## src/rtl/rf_access_ctrl.sv

```systemverilog
// rf_access_ctrl
//   Sequencer in front of the 32-entry register file. Decode read requests and
//   write-back results share the single register-file port: at most one READ or
//   one WRITE per cycle. Write-back results are parked in a small FIFO and
//   drained in program order. Reads are forwarded from pending FIFO entries, so
//   software observes program-order register values.
//
// Ports
//   CLK, RST             clock, synchronous active-low reset
//   rd_req/rd_addr1/2    operand read request from decode
//   rd_ack               read accepted this cycle (combinational)
//   rd_valid/rd_data1/2  operand results, one cycle after rd_ack
//   wb_valid/addr/data   write-back offer
//   wb_ready             write buffer accepts (combinational)
//   flush_req/done       drain request (level) and registered completion
//   RF_*                 register-file control, address and data pins
module rf_access_ctrl #(
  parameter int DATA_WIDTH = 32,
  parameter int ADDR_WIDTH = 5,
  parameter int DEPTH      = 4
) (
  input  logic                  CLK,
  input  logic                  RST,
  input  logic                  rd_req,
  input  logic [ADDR_WIDTH-1:0] rd_addr1,
  input  logic [ADDR_WIDTH-1:0] rd_addr2,
  output logic                  rd_ack,
  output logic                  rd_valid,
  output logic [DATA_WIDTH-1:0] rd_data1,
  output logic [DATA_WIDTH-1:0] rd_data2,
  input  logic                  wb_valid,
  input  logic [ADDR_WIDTH-1:0] wb_addr,
  input  logic [DATA_WIDTH-1:0] wb_data,
  output logic                  wb_ready,
  input  logic                  flush_req,
  output logic                  flush_done,
  output logic                  RF_READ,
  output logic                  RF_WRITE,
  output logic [ADDR_WIDTH-1:0] RF_ADDR_R1,
  output logic [ADDR_WIDTH-1:0] RF_ADDR_R2,
  output logic [ADDR_WIDTH-1:0] RF_ADDR_W,
  output logic [DATA_WIDTH-1:0] RF_DATA_W,
  input  logic [DATA_WIDTH-1:0] RF_DATA_R1,
  input  logic [DATA_WIDTH-1:0] RF_DATA_R2
);

  localparam int PTR_W = $clog2(DEPTH);
  localparam int CNT_W = PTR_W + 1;

  typedef enum logic [1:0] {OP_IDLE, OP_RD, OP_WR} op_t;

  // Write buffer storage. Every entry is compared against the read addresses in
  // parallel, so the arrays are read asynchronously.
  logic [ADDR_WIDTH-1:0] fifo_addr_reg [DEPTH];
  logic [DATA_WIDTH-1:0] fifo_data_reg [DEPTH];
  logic [PTR_W-1:0]      wr_ptr_reg;
  logic [PTR_W-1:0]      rd_ptr_reg;
  logic [CNT_W-1:0]      count_reg;
  logic [CNT_W-1:0]      count_next;

  logic                  rd_valid_reg;
  logic [DATA_WIDTH-1:0] rd_data1_reg;
  logic [DATA_WIDTH-1:0] rd_data2_reg;
  logic                  flush_done_reg;

  op_t  op;
  logic full;
  logic empty;
  logic push;
  logic pop;

  assign full  = (count_reg == CNT_W'(DEPTH));
  assign empty = (count_reg == '0);

  // Priority: a full buffer must drain, then flush drain, then reads, then
  // opportunistic drain. Everything is held off while in reset.
  always_comb begin
    op = OP_IDLE;
    if (RST) begin
      if (full)                      op = OP_WR;
      else if (flush_req && !empty)  op = OP_WR;
      else if (rd_req && !flush_req) op = OP_RD;
      else if (!empty)               op = OP_WR;
    end
  end

  assign wb_ready = RST & ~full & ~flush_req;
  // Writes to r0 are acknowledged but dropped: r0 is hard-wired to zero.
  assign push     = wb_valid & wb_ready & (wb_addr != '0);
  assign pop      = (op == OP_WR);
  assign count_next = count_reg + CNT_W'(push) - CNT_W'(pop);

  // Oldest-to-youngest view of the buffer: slot gi holds the gi-th oldest entry.
  logic [ADDR_WIDTH-1:0] ord_addr [DEPTH];
  logic [DATA_WIDTH-1:0] ord_data [DEPTH];
  logic [DEPTH-1:0]      hit1;
  logic [DEPTH-1:0]      hit2;

  genvar gi;
  generate
    for (gi = 0; gi < DEPTH; gi++) begin : g_ord
      logic [PTR_W-1:0] idx;
      logic             live;
      assign idx          = rd_ptr_reg + PTR_W'(gi);
      assign live         = (CNT_W'(gi) < count_reg);
      assign ord_addr[gi] = fifo_addr_reg[idx];
      assign ord_data[gi] = fifo_data_reg[idx];
      assign hit1[gi]     = live && (ord_addr[gi] == rd_addr1);
      assign hit2[gi]     = live && (ord_addr[gi] == rd_addr2);
    end
  endgenerate

  // Later (younger) matches override earlier ones. Only start-of-cycle buffer
  // contents are visible, so a same-cycle push does not forward.
  logic [DATA_WIDTH-1:0] fwd1;
  logic [DATA_WIDTH-1:0] fwd2;

  always_comb begin
    fwd1 = RF_DATA_R1;
    fwd2 = RF_DATA_R2;
    for (int k = 0; k < DEPTH; k++) begin
      if (hit1[k]) fwd1 = ord_data[k];
      if (hit2[k]) fwd2 = ord_data[k];
    end
    if (rd_addr1 == '0) fwd1 = '0;
    if (rd_addr2 == '0) fwd2 = '0;
  end

  always_ff @(posedge CLK) begin
    if (push) begin
      fifo_addr_reg[wr_ptr_reg] <= wb_addr;
      fifo_data_reg[wr_ptr_reg] <= wb_data;
    end
  end

  always_ff @(posedge CLK) begin
    if (!RST) begin
      wr_ptr_reg     <= '0;
      rd_ptr_reg     <= '0;
      count_reg      <= '0;
      rd_valid_reg   <= 1'b0;
      rd_data1_reg   <= '0;
      rd_data2_reg   <= '0;
      flush_done_reg <= 1'b0;
    end else begin
      if (push) wr_ptr_reg <= wr_ptr_reg + 1'b1;
      if (pop)  rd_ptr_reg <= rd_ptr_reg + 1'b1;
      count_reg    <= count_next;
      rd_valid_reg <= (op == OP_RD);
      if (op == OP_RD) begin
        rd_data1_reg <= fwd1;
        rd_data2_reg <= fwd2;
      end
      flush_done_reg <= flush_req && (count_next == '0);
    end
  end

  assign rd_ack     = (op == OP_RD);
  assign rd_valid   = rd_valid_reg;
  assign rd_data1   = rd_data1_reg;
  assign rd_data2   = rd_data2_reg;
  assign flush_done = flush_done_reg;

  assign RF_READ    = (op == OP_RD);
  assign RF_WRITE   = (op == OP_WR);
  assign RF_ADDR_R1 = (op == OP_RD) ? rd_addr1 : '0;
  assign RF_ADDR_R2 = (op == OP_RD) ? rd_addr2 : '0;
  assign RF_ADDR_W  = (op == OP_WR) ? fifo_addr_reg[rd_ptr_reg] : '0;
  assign RF_DATA_W  = (op == OP_WR) ? fifo_data_reg[rd_ptr_reg] : '0;

endmodule

```

## config.mk

```make
export PLATFORM = sky130hd
export DESIGN_NAME = rf_access_ctrl
export DESIGN_NICKNAME = d
export VERILOG_FILES = /design/src/rtl/rf_access_ctrl.sv
export SDC_FILE = /design/constraint.sdc
export NUM_CORES = 1
export LEC_CHECK = 0
export BUFFER_PORTS_ARGS = -buffer_cell sky130_fd_sc_hd__buf_2
export CAP_MARGIN = 0
export CORE_AREA = 2 2 143 284
export DETAILED_ROUTE_END_ITERATION = 6
export DIE_AREA = 0 0 145 286
export PLACE_DENSITY_LB_ADDON = 0.12
export SLEW_MARGIN = 20
export SYNTH_ARGS = -nofsm -noshare
export SYNTH_HDL_FRONTEND = slang
export SYNTH_SLANG_ARGS = --single-unit
export TNS_END_PERCENT = 50
```

## constraint.sdc

```tcl
create_clock -name CLK -period 5.89 [get_ports CLK]
set_input_delay 0.2945 -clock CLK [delete_from_list [all_inputs] [get_ports CLK]]
set_output_delay 0.2945 -clock CLK [all_outputs]
set_load 0.005 [all_outputs]
```

==> run summary, run 1 <==
die height -> 286 um
non-filler instance count after layout -> 2014
average size of a mapped cell -> 11.9 sq um
first-pass GRT wire length -> 90900 um
Clock Sinks -> 223
Final Instance Area -> 17900 sq um
placed cell areas -> 16900 sq um
minimum clock period -> 4390 ps
Synth cell types -> 56
final wirelength -> 62400 um
setup_tns -> 0 ps
largest net degree at the start of global routing -> 67
CTS Buffer Depth -> 3
Slew @ Worst Pin -> 1110 ps
share of layout cells above drive strength 1 -> 32.9%
clock insertion delay at the later pin of the skew report -> 540 ps
io pins -> 233
Clock Tree Root -> clkbuf_16
Sw Share -> 41.2%
max incr delay on CP -> 940 ps
most frequent cells in the layout -> buf_2, edfxtp_1, mux4_2, a21oi_1, dfxtp_1
kind of cell adding the most delay to the critical path -> compound AO/OA/AOI/OAI gates
crit path max fanout -> 64
H-Tree Depth -> 1
Buf/Inv on CP -> 2
register area share after synthesis -> 38.3%
slowest CP cell -> dfxtp_4
power share of the clock group -> 22.1%
Crit. End Element -> flop
DRC -> 0
VDD IR max -> 0.270 mV
Area Overhead vs Synth -> 15.4%
outcome -> finished, final reports clean
final hold vios -> 0
EDFF count, synth -> 148
Fill cells -> 3663
Max-Cap Viols -> 0
Setup Crit Path Kind -> reg -> reg
post-DR wirelength/cell -> 31.0 um
syn_nets -> 1433
1st-iter DRT viols -> 1381
initial antenna violation count -> 2
Largest register FFs -> 128
Max-slew headroom -> 25.8%
NetSw -> 2.61 mW
CTS tree -> done
CP dominant cell by count -> buf_4
YS warnings -> 0
vias in the first global route -> 13900
met1 WL -> 21400 um
Hold Slack -> 19.1 ps
post-detail-place hpwl -> 41700 um
Arr. time, crit path -> 4860 ps
Port-buffer cells -> 232
Synth Register Bits -> 223
worst endpoint required time -> 6360 ps
worst path cell trace -> buf_4, nand2b_1, mux2_2, a21oi_2, o211a_1, buf_4, o311ai_0, a21oi_1
clock skew -> 18.0 ps
Cells after DPL -> 1947
Worst Setup Slack, final -> 1500 ps
combinational power share -> 47.7%
detailed-route vias per instance -> 6.79
critical path launch point type -> flop
commonest non-fill, non-tap cell in the layout -> buf_2
initial core utilization -> 39.5%
sequential power share -> 30.1%
DR pass1 iterations -> 5
Core ar. -> 39300 sq um
power density cells -> 354 nW/um^2
cells after synthesis -> 1308
Placer Congestion -> 0.895
number of gates resized after CTS -> 0
count of final setup violators -> 0
FP Rows -> 103
GRT Util Overall -> 29.4%
fin. max-slew vios -> 0
unrepaired setup endpoints after global routing -> false
WL met2 -> 31900 um
die area -> 41500 sq um
dpl ws -> 1590 ps
synthesized cell area -> 15500 sq um
internal power -> 3.73 mW
Layout Nets -> 1599
Fmax achieved -> 228 MHz
Top FF cell, synth -> edfxtp_1
Async SR Flop Fraction -> 0%
Top Layer Used -> met4
TritonCTS Buffers -> 21
ANT nets after route -> 0
GR Overflow Total -> 0
DR vias -> 13700
Worst-path clk slew -> 70 ps
Worst Hold Class -> in -> reg
Chip Width -> 145 um
leakage power -> 6.04 nW
Period Utilization, post-route -> 74.6%
met3 WL -> 4520 um
## cells in the mapped netlist (52+ instances only)
library cell	instances	area share, %
clkbuf_1	80	1.9
a21boi_0	67	3.2
o311ai_1	62	3.5
edfxtp_1	148	29
dfxtp_1	75	9.7
nor3_1	52	1.7
and3_1	52	2.1
a221oi_1	64	3.6
o221ai_1	64	3.6
a21oi_1	85	2.7
mux4_2	144	21
## per-layer routing
layer | vias up | GRT usage [%]
met5 | - | 0
met3 | 257 | 4.10
met2 | 841 | 52.1
li1 | 5742 | -
met1 | 6835 | 32.8
met4 | 0 | 19.6
## cell type report
cell class | instances | area, sq um | area share (%)
diodes | 1 | 2.50 | 0.0140
clock buffers | 27 | 579 | 3.24
clock inverters | 10 | 95.1 | 0.531
inverters | 11 | 41.3 | 0.231
multi-input cells | 917 | 8830 | 49.3
flip-flops and latches | 223 | 5960 | 33.3
well taps | 525 | 657 | 3.67
repair buffers | 300 | 1740 | 9.74
## stage by stage
| step | util, % | total power, mW |
|---|---|---|
| 2_1_floorplan | - | 3.95 |
| 3_3_place_gp | 43.0 | 4.88 |
| 3_5_place_dp | 43.1 | 4.91 |
| 4_1_cts | 45.5 | 6.33 |
| 5_1_grt | 45.5 | 6.58 |
| 6_report | 45.5 | 6.34 |
## path summary, 6_finish.rpt
kind                                    start                    to  slack (ps)  cells past startpoint
worst max register to register  rd_ptr_reg[1]          rd_data1[31]        1500                      8
worst max-delay path            rd_ptr_reg[1]          rd_data1[31]        1500                      8
worst min register to register  wr_ptr_reg[1]         wr_ptr_reg[1]         580                      2
worst min-delay path              wb_data[25]  fifo_data_reg[3][25]          20                      1
## power groups by stage
stage          clock network (mW)  logic [mW]  registers [mW]
2_1_floorplan                   0        2.15            1.80
3_3_place_gp                    0        2.94            1.94
3_5_place_dp                    0        2.97            1.95
4_1_cts                      1.42        2.99            1.91
5_1_grt                      1.47        3.19            1.93
6_report                     1.40        3.02            1.91
## timing repair
action                                  4_1_cts  5_1_grt
endpoints found under the hold margin       116        0
buffers inserted                              0        0
hold buffers                                 29        0
endpoints found under the setup margin        0        0
## worst reg2reg max path, cell delays in order, from the launching register on
cell and delay [ps]:
dfxtp_4 940, buf_4 530, nand2b_1 100, mux2_2 420
a21oi_2 880, o211a_1 660, buf_4 420, o311ai_0 220
a21oi_1 180
## cells by family after synthesis
family | synth area share (%)
flops | 38.3
compound gates | 19.6
xor+xnor | 2.24
mux | 22.6
simple gates | 11.0
buf+inv | 5.52
fa+ha+maj | 0.774
Power figures use the tool's default switching activity.
==> run 2, diff against run 1 <==
==> constraint.sdc (replaced) <==
create_clock -name CLK -period 4.5 [get_ports CLK]
set_input_delay 0.225 -clock CLK [delete_from_list [all_inputs] [get_ports CLK]]
set_output_delay 0.225 -clock CLK [all_outputs]
set_load 0.005 [all_outputs]
==> run 2 against run 1 <==
Power grew 32%. Non-clock buffer count grew 18. Routed wire length grew 1.7%. Cell area grew 1.1%. Sequential cell count is the same. Critical path depth grew 2. Worst setup slack lost 560 ps. First-iteration DRC count grew 1.3%. Combinational power grew 34%. Maximum frequency grew 23%. Via count grew 1.9%.
==> run summary, run 2 (synthesis results as in run 1) <==
Setup Crit Path Kind -> reg -> reg (unchanged)
Worst Hold Class -> in -> reg (unchanged)
Area Overhead vs Synth -> 16.6% (was 15.4%)
commonest non-fill, non-tap cell in the layout -> buf_2 (unchanged)
CTS tree -> done (unchanged)
unrepaired setup endpoints after global routing -> false (unchanged)
H-Tree Depth -> 1 (unchanged)
Fmax achieved -> 281 MHz (was 228 MHz)
DR vias -> 13900 (was 13700)
Worst Setup Slack, final -> 936 ps (was 1500 ps)
initial core utilization -> 39.5% (unchanged)
final hold vios -> 0 (unchanged)
share of layout cells above drive strength 1 -> 33.4% (was 32.9%)
VDD IR max -> 0.474 mV (was 0.270 mV)
multi-input logic area -> 8800 sq um (was 8830 sq um)
post-detail-place hpwl -> 41500 um (was 41700 um)
worst r2r dst -> rd_data1[24] (was rd_data1[31])
vias in the first global route -> 14300 (was 13900)
critical path launch point type -> flop (unchanged)
1st-iter DRT viols -> 1399 (was 1381)
worst r2r path cells -> 10 (was 8)
Largest register FFs -> 128 (unchanged)
Crit. End Element -> flop (unchanged)
power density cells -> 464 nW/um^2 (was 354 nW/um^2)
Clock Sinks -> 223 (unchanged)
Core ar. -> 39300 sq um (unchanged)
Max-slew headroom -> 23.7% (was 25.8%)
clock skew -> 17.8 ps (was 18.0 ps)
CP startpoint -> rd_ptr_reg[0] (was rd_ptr_reg[1])
initial antenna violation count -> 3 (was 2)
Arr. time, crit path -> 4030 ps (was 4860 ps)
Placer Congestion -> 0.927 (was 0.895)
io pins -> 233 (unchanged)
Layout Nets -> 1619 (was 1599)
Period Utilization, post-route -> 79.2% (was 74.6%)
outcome -> finished, final reports clean (unchanged)
clock insertion delay at the later pin of the skew report -> 550 ps (was 540 ps)
GR Overflow Total -> 0 (unchanged)
Chip Width -> 145 um (unchanged)
DRC -> 0 (unchanged)
minimum clock period -> 3560 ps (was 4390 ps)
Port-buffer cells -> 232 (unchanged)
post-DR wirelength/cell -> 31.2 um (was 31.0 um)
dpl ws -> 1000 ps (was 1590 ps)
largest net degree at the start of global routing -> 53 (was 67)
Clock Tree Root -> clkbuf_16 (unchanged)
FP Rows -> 103 (unchanged)
Final Power -> 8.39 mW (was 6.34 mW)
Cells after DPL -> 1956 (was 1947)
final wirelength -> 63500 um (was 62400 um)
Fill cells -> 3687 (was 3663)
most frequent cells in the layout -> buf_2, edfxtp_1, mux4_2, a21oi_1, dfxtp_1 (unchanged)
Worst-path clk slew -> 70 ps (about the same)
detailed-route vias per instance -> 6.85 (was 6.79)
first-pass GRT wire length -> 93100 um (was 90900 um)
Max-Cap Viols -> 0 (unchanged)
non-filler instance count after layout -> 2036 (was 2014)
Setup Buffers After CTS -> 0 (unchanged)
ANT nets after route -> 0 (unchanged)
worst endpoint required time -> 4960 ps (was 6360 ps)
leakage power -> 6.14 nW (was 6.04 nW)
DR pass1 iterations -> 6 (was 5)
GRT Util Overall -> 30.0% (was 29.4%)
Worst setup endpoint -> rd_data1[24] (was rd_data1[31])
crit path max fanout -> 22 (was 64)
fin. max-slew vios -> 0 (unchanged)
setup_tns -> 0 ps (unchanged)
Slew @ Worst Pin -> 1140 ps (was 1110 ps)
reg-to-reg startpoint -> rd_ptr_reg[0] (was rd_ptr_reg[1])
Storage cell area -> 5960 sq um (unchanged)
count of final setup violators -> 0 (unchanged)
die area -> 41500 sq um (unchanged)
die height -> 286 um (unchanged)
CTS Buffer Depth -> 3 (unchanged)
r2r setup slk -> 940 ps (was 1500 ps)
TritonCTS Buffers -> 23 (was 21)
-- run 2: cell count changes in the layout (fill, tap and decap cells not counted), moves of 2 or more --
| cell | change |
|---|---|
| dlygate4sd3_1 | +9 |
| buf_4 | +8 |
| clkinvlp_4 | +4 |
| clkinv_1 | -3 |
| bufinv_16 | -2 |
| clkbuf_16 | +2 |
| mux2i_2 | +2 |
| mux2i_4 | -2 |
-- run 2: worst min-delay path by stage --
stage | startpoint | end | slack [ps] | cells past startpoint
finish | RST | wr_ptr_reg[1] | 120 | 2
global route | RST | wr_ptr_reg[1] | 140 | 2
CTS | RST | wr_ptr_reg[1] | 100 | 2
detailed placement | wb_data[7] | fifo_data_reg[2][7] | 440 | 1
global placement | wb_data[8] | fifo_data_reg[1][8] | 440 | 1
floorplan | wb_addr[0] | fifo_addr_reg[0][0] | 320 | 0
-- run 2: metal layers --
| layer | global-route usage (%) | share of wire, % | vias to the layer above |
|---|---|---|---|
| met3 | 4.56 | 7.7 | 311 |
| met1 | 34.0 | 34 | 6946 |
| met5 | 0 | 0.028 | - |
| met2 | 51.4 | 50 | 894 |
| met4 | 21.6 | 8.3 | 4 |
| li1 | - | - | 5786 |
-- run 2: cell type report --
| class | instances | area share (%) |
|---|---|---|
| multi-input cells | 917 | 48.7 |
| flip-flops and latches | 223 | 32.9 |
| repair buffers | 318 | 10.6 |
| well taps | 525 | 3.63 |
| clock buffers | 29 | 3.48 |
| clock inverters | 12 | 0.484 |
| inverters | 11 | 0.228 |
| diodes | 1 | 0.0138 |
-- run 2: worst max-delay path: stages, from the launching register on --
cell,delay (ps)
dfxtp_4,580
buf_4,400
mux2i_1,390
mux2i_1,120
buf_4,210
a21oi_2,140
buf_4,270
o211a_1,570
buf_4,430
o311ai_1,150
a21oi_1,180
-- run 2: per-stage QoR --
stage	util, %	hold slack, ps	instance area [sq um]
after floorplan	-	324	15500
after global placement	43.2	436	17000
after detailed placement	43.2	441	17000
final	46.0	120	18100
after global routing	46.0	139	18100
after CTS	46.0	104	18100
-- run 2: timing repair --
action | 4_1_cts | 5_1_grt
hold buffers | 38 | 0
resized for setup | 0 | 0
endpoints found under the hold margin | 149 | 0
setup endpoints to repair | 0 | 0
-- run 2: power by group --
group	leakage, nW	internal, mW	switching, mW
combinational	3.85	1.59	2.47
clock	0.341	1.00	0.893
sequential	1.95	2.27	0.156
total	6.14	4.87	3.52
==> run 3, diff against run 2 <==
==> constraint.sdc (replaced) <==
create_clock -name CLK -period 3.7 [get_ports CLK]
set_input_delay 0.185 -clock CLK [delete_from_list [all_inputs] [get_ports CLK]]
set_output_delay 0.185 -clock CLK [all_outputs]
set_load 0.005 [all_outputs]
==> run 3 against run 2 <==
Sequential power grew 22%. Critical path type unchanged. Clock-buffer cell count shrank 4. Routed wire length up 1.5%. Hold slack improved by 34 ps. Largest cell class unchanged. Clock skew is 3.8 ps lower. Final cell count increased by 0.25%. Power is 25% higher.
==> run summary, run 3 (synthesis results as in run 1) <==
commonest non-fill, non-tap cell in the layout -> buf_2 (unchanged)
non-filler instance count after layout -> 2041 (was 2036)
GR Overflow Total -> 0 (unchanged)
kind of cell adding the most delay to the critical path -> simple AND/OR/NAND/NOR gates (was buffers and inverters)
Setup Crit Path Kind -> reg -> reg (unchanged)
unrepaired setup endpoints after global routing -> false (unchanged)
first-pass GRT wire length -> 94400 um (was 93100 um)
power density cells -> 573 nW/um^2 (was 464 nW/um^2)
Slew @ Worst Pin -> 1010 ps (was 1140 ps)
count of final setup violators -> 0 (unchanged)
DR vias -> 13900 (about the same)
Area Overhead vs Synth -> 17.5% (was 16.6%)
post-detail-place hpwl -> 42200 um (was 41500 um)
power share of the clock group -> 23.3% (was 22.6%)
final hold vios -> 0 (unchanged)
TritonCTS Buffers -> 23 (unchanged)
critical path launch point type -> flop (unchanged)
clock skew -> 14.0 ps (was 17.8 ps)
number of gates resized after CTS -> 0 (unchanged)
Buf/Inv on CP -> 1 (was 4)
Sw Share -> 41.2% (was 42.0%)
H-Tree Depth -> 1 (unchanged)
final wirelength -> 64400 um (was 63500 um)
largest net degree at the start of global routing -> 51 (was 53)
Chip Width -> 145 um (unchanged)
outcome -> finished, final reports clean (unchanged)
Arr. time, crit path -> 3640 ps (was 4030 ps)
reg-to-reg startpoint -> rd_ptr_reg[1] (was rd_ptr_reg[0])
fin. max-slew vios -> 0 (unchanged)
Largest register FFs -> 128 (unchanged)
Port-buffer cells -> 232 (unchanged)
combinational power share -> 48.3% (was 48.4%)
Cells after DPL -> 1961 (was 1956)
Placer Congestion -> 0.947 (was 0.927)
worst endpoint required time -> 4170 ps (was 4960 ps)
detailed-route vias per instance -> 6.80 (was 6.85)
Post-Route Utilization -> 46.4% (was 46.0%)
Worst-path clk slew -> 70 ps (about the same)
worst r2r dst -> rd_data1[12] (was rd_data1[24])
sequential power share -> 28.5% (was 28.9%)
GRT Util Overall -> 30.5% (was 30.0%)
Worst Hold Class -> in -> reg (unchanged)
CTS tree -> done (unchanged)
clock insertion delay at the later pin of the skew report -> 540 ps (was 550 ps)
1st-iter DRT viols -> 1382 (was 1399)
NetSw -> 4.31 mW (was 3.52 mW)
internal power -> 6.14 mW (was 4.87 mW)
VDD IR max -> 0.326 mV (was 0.474 mV)
DR pass1 iterations -> 6 (unchanged)
post-DR wirelength/cell -> 31.6 um (was 31.2 um)
Fmax achieved -> 315 MHz (was 281 MHz)
worst r2r path cells -> 7 (was 10)
r2r setup slk -> 530 ps (was 940 ps)
max incr delay on CP -> 820 ps (was 580 ps)
slowest CP cell -> and4b_1 (was dfxtp_4)
vias in the first global route -> 14400 (was 14300)
DRC -> 0 (unchanged)
Layout Nets -> 1624 (was 1619)
initial antenna violation count -> 0 (was 3)
minimum clock period -> 3170 ps (was 3560 ps)
Max-Cap Viols -> 0 (unchanged)
leakage power -> 6.19 nW (was 6.14 nW)
Core ar. -> 39300 sq um (unchanged)
die height -> 286 um (unchanged)
initial core utilization -> 39.5% (unchanged)
FP Rows -> 103 (unchanged)
io pins -> 233 (unchanged)
die area -> 41500 sq um (unchanged)
CTS Buffer Depth -> 3 (unchanged)
Crit. End Element -> flop (unchanged)
Fill cells -> 3652 (was 3687)
Stages on worst setup path -> 7 (was 10)
hold_sp -> RF_DATA_R1[25] (was RST)
worst hold stages -> 4 (was 2)
CP startpoint -> rd_ptr_reg[1] (was rd_ptr_reg[0])
most frequent cells in the layout -> buf_2, edfxtp_1, mux4_2, a21oi_1, dfxtp_1 (unchanged)
Period Utilization, post-route -> 85.7% (was 79.2%)
crit path max fanout -> 36 (was 22)
share of layout cells above drive strength 1 -> 33.9% (was 33.4%)
Clock Sinks -> 223 (unchanged)
Hold Path Sink -> rd_data1[25] (was wr_ptr_reg[1])
ANT nets after route -> 0 (unchanged)
Max-slew headroom -> 32.9% (was 23.7%)
worst path cell trace -> mux4_2, xnor2_1, nand2_1, and4b_1, buf_4, a221oi_1, a21oi_1 (was buf_4, mux2i_1, mux2i_1, buf_4, a21oi_2, buf_4, o211a_1, buf_4, o311ai_1, a21oi_1)
Clock Tree Root -> clkbuf_16 (unchanged)
setup_tns -> 0 ps (unchanged)
-- run 3: through the flow --
step                      hold slack (ps)  power [mW]  instance area (sq um)  setup slack (ps)
after floorplan                       284        6.29                  15500              1210
after global routing                  196        10.9                  18200               354
after global placement                395        7.93                  17100               614
after detailed placement              401        7.94                  17100               559
final                                 154        10.4                  18200               529
after CTS                             133        10.4                  18200               536
-- run 3: what timing repair did --
| item | 4_1_cts | 5_1_grt |
|---|---|---|
| hold buffers | 38 | 0 |
| hold endpoints to repair | 149 | 0 |
| buffers inserted | 0 | 0 |
| endpoints found under the setup margin | 0 | 0 |
-- run 3: area by class of cell --
type,count,area [sq um],area share (%)
clock inverters,16,183,1.00
flip-flops and latches,223,5960,32.7
multi-input cells,917,8800,48.3
clock buffers,25,583,3.20
well taps,525,657,3.60
repair buffers,323,2000,11.0
inverters,11,41.3,0.227
diodes,1,2.50,0.0137
-- run 3: how the worst max path moves through the flow --
stage / end / slack (ps)
final: rd_data1[12] / 530
after global routing: rd_data1[29] / 350
after CTS: rd_data1[30] / 540
after detailed placement: rd_data1[12] / 560
after global placement: rd_data1[29] / 610
after floorplan: count_reg[2] / 1210
-- run 3: per-layer routing --
| layer | track usage (%) | vias up | wire [um] |
|---|---|---|---|
| met5 | 0 | - | 0 |
| met1 | 33.8 | 6839 | 21600 |
| met3 | 4.55 | 291 | 5270 |
| met4 | 19.1 | 0 | 4550 |
| met2 | 54.7 | 947 | 33000 |
| li1 | - | 5797 | - |
-- run 3: power by group through the flow --
stage                     registers [mW]  logic, mW  clock network, mW
after global routing                2.99       5.30               2.57
after detailed placement            3.03       4.92                  0
after global placement              3.02       4.91                  0
after CTS                           2.97       4.97               2.47
after floorplan                     2.87       3.42                  0
final                               2.97       5.04               2.43
-- run 3: worst reg2reg max path, stage by stage (launching register included) --
cell,delay (ps)
dfxtp_4,680
mux4_2,610
xnor2_1,200
nand2_1,70
and4b_1,820
buf_4,460
a221oi_1,110
a21oi_1,150
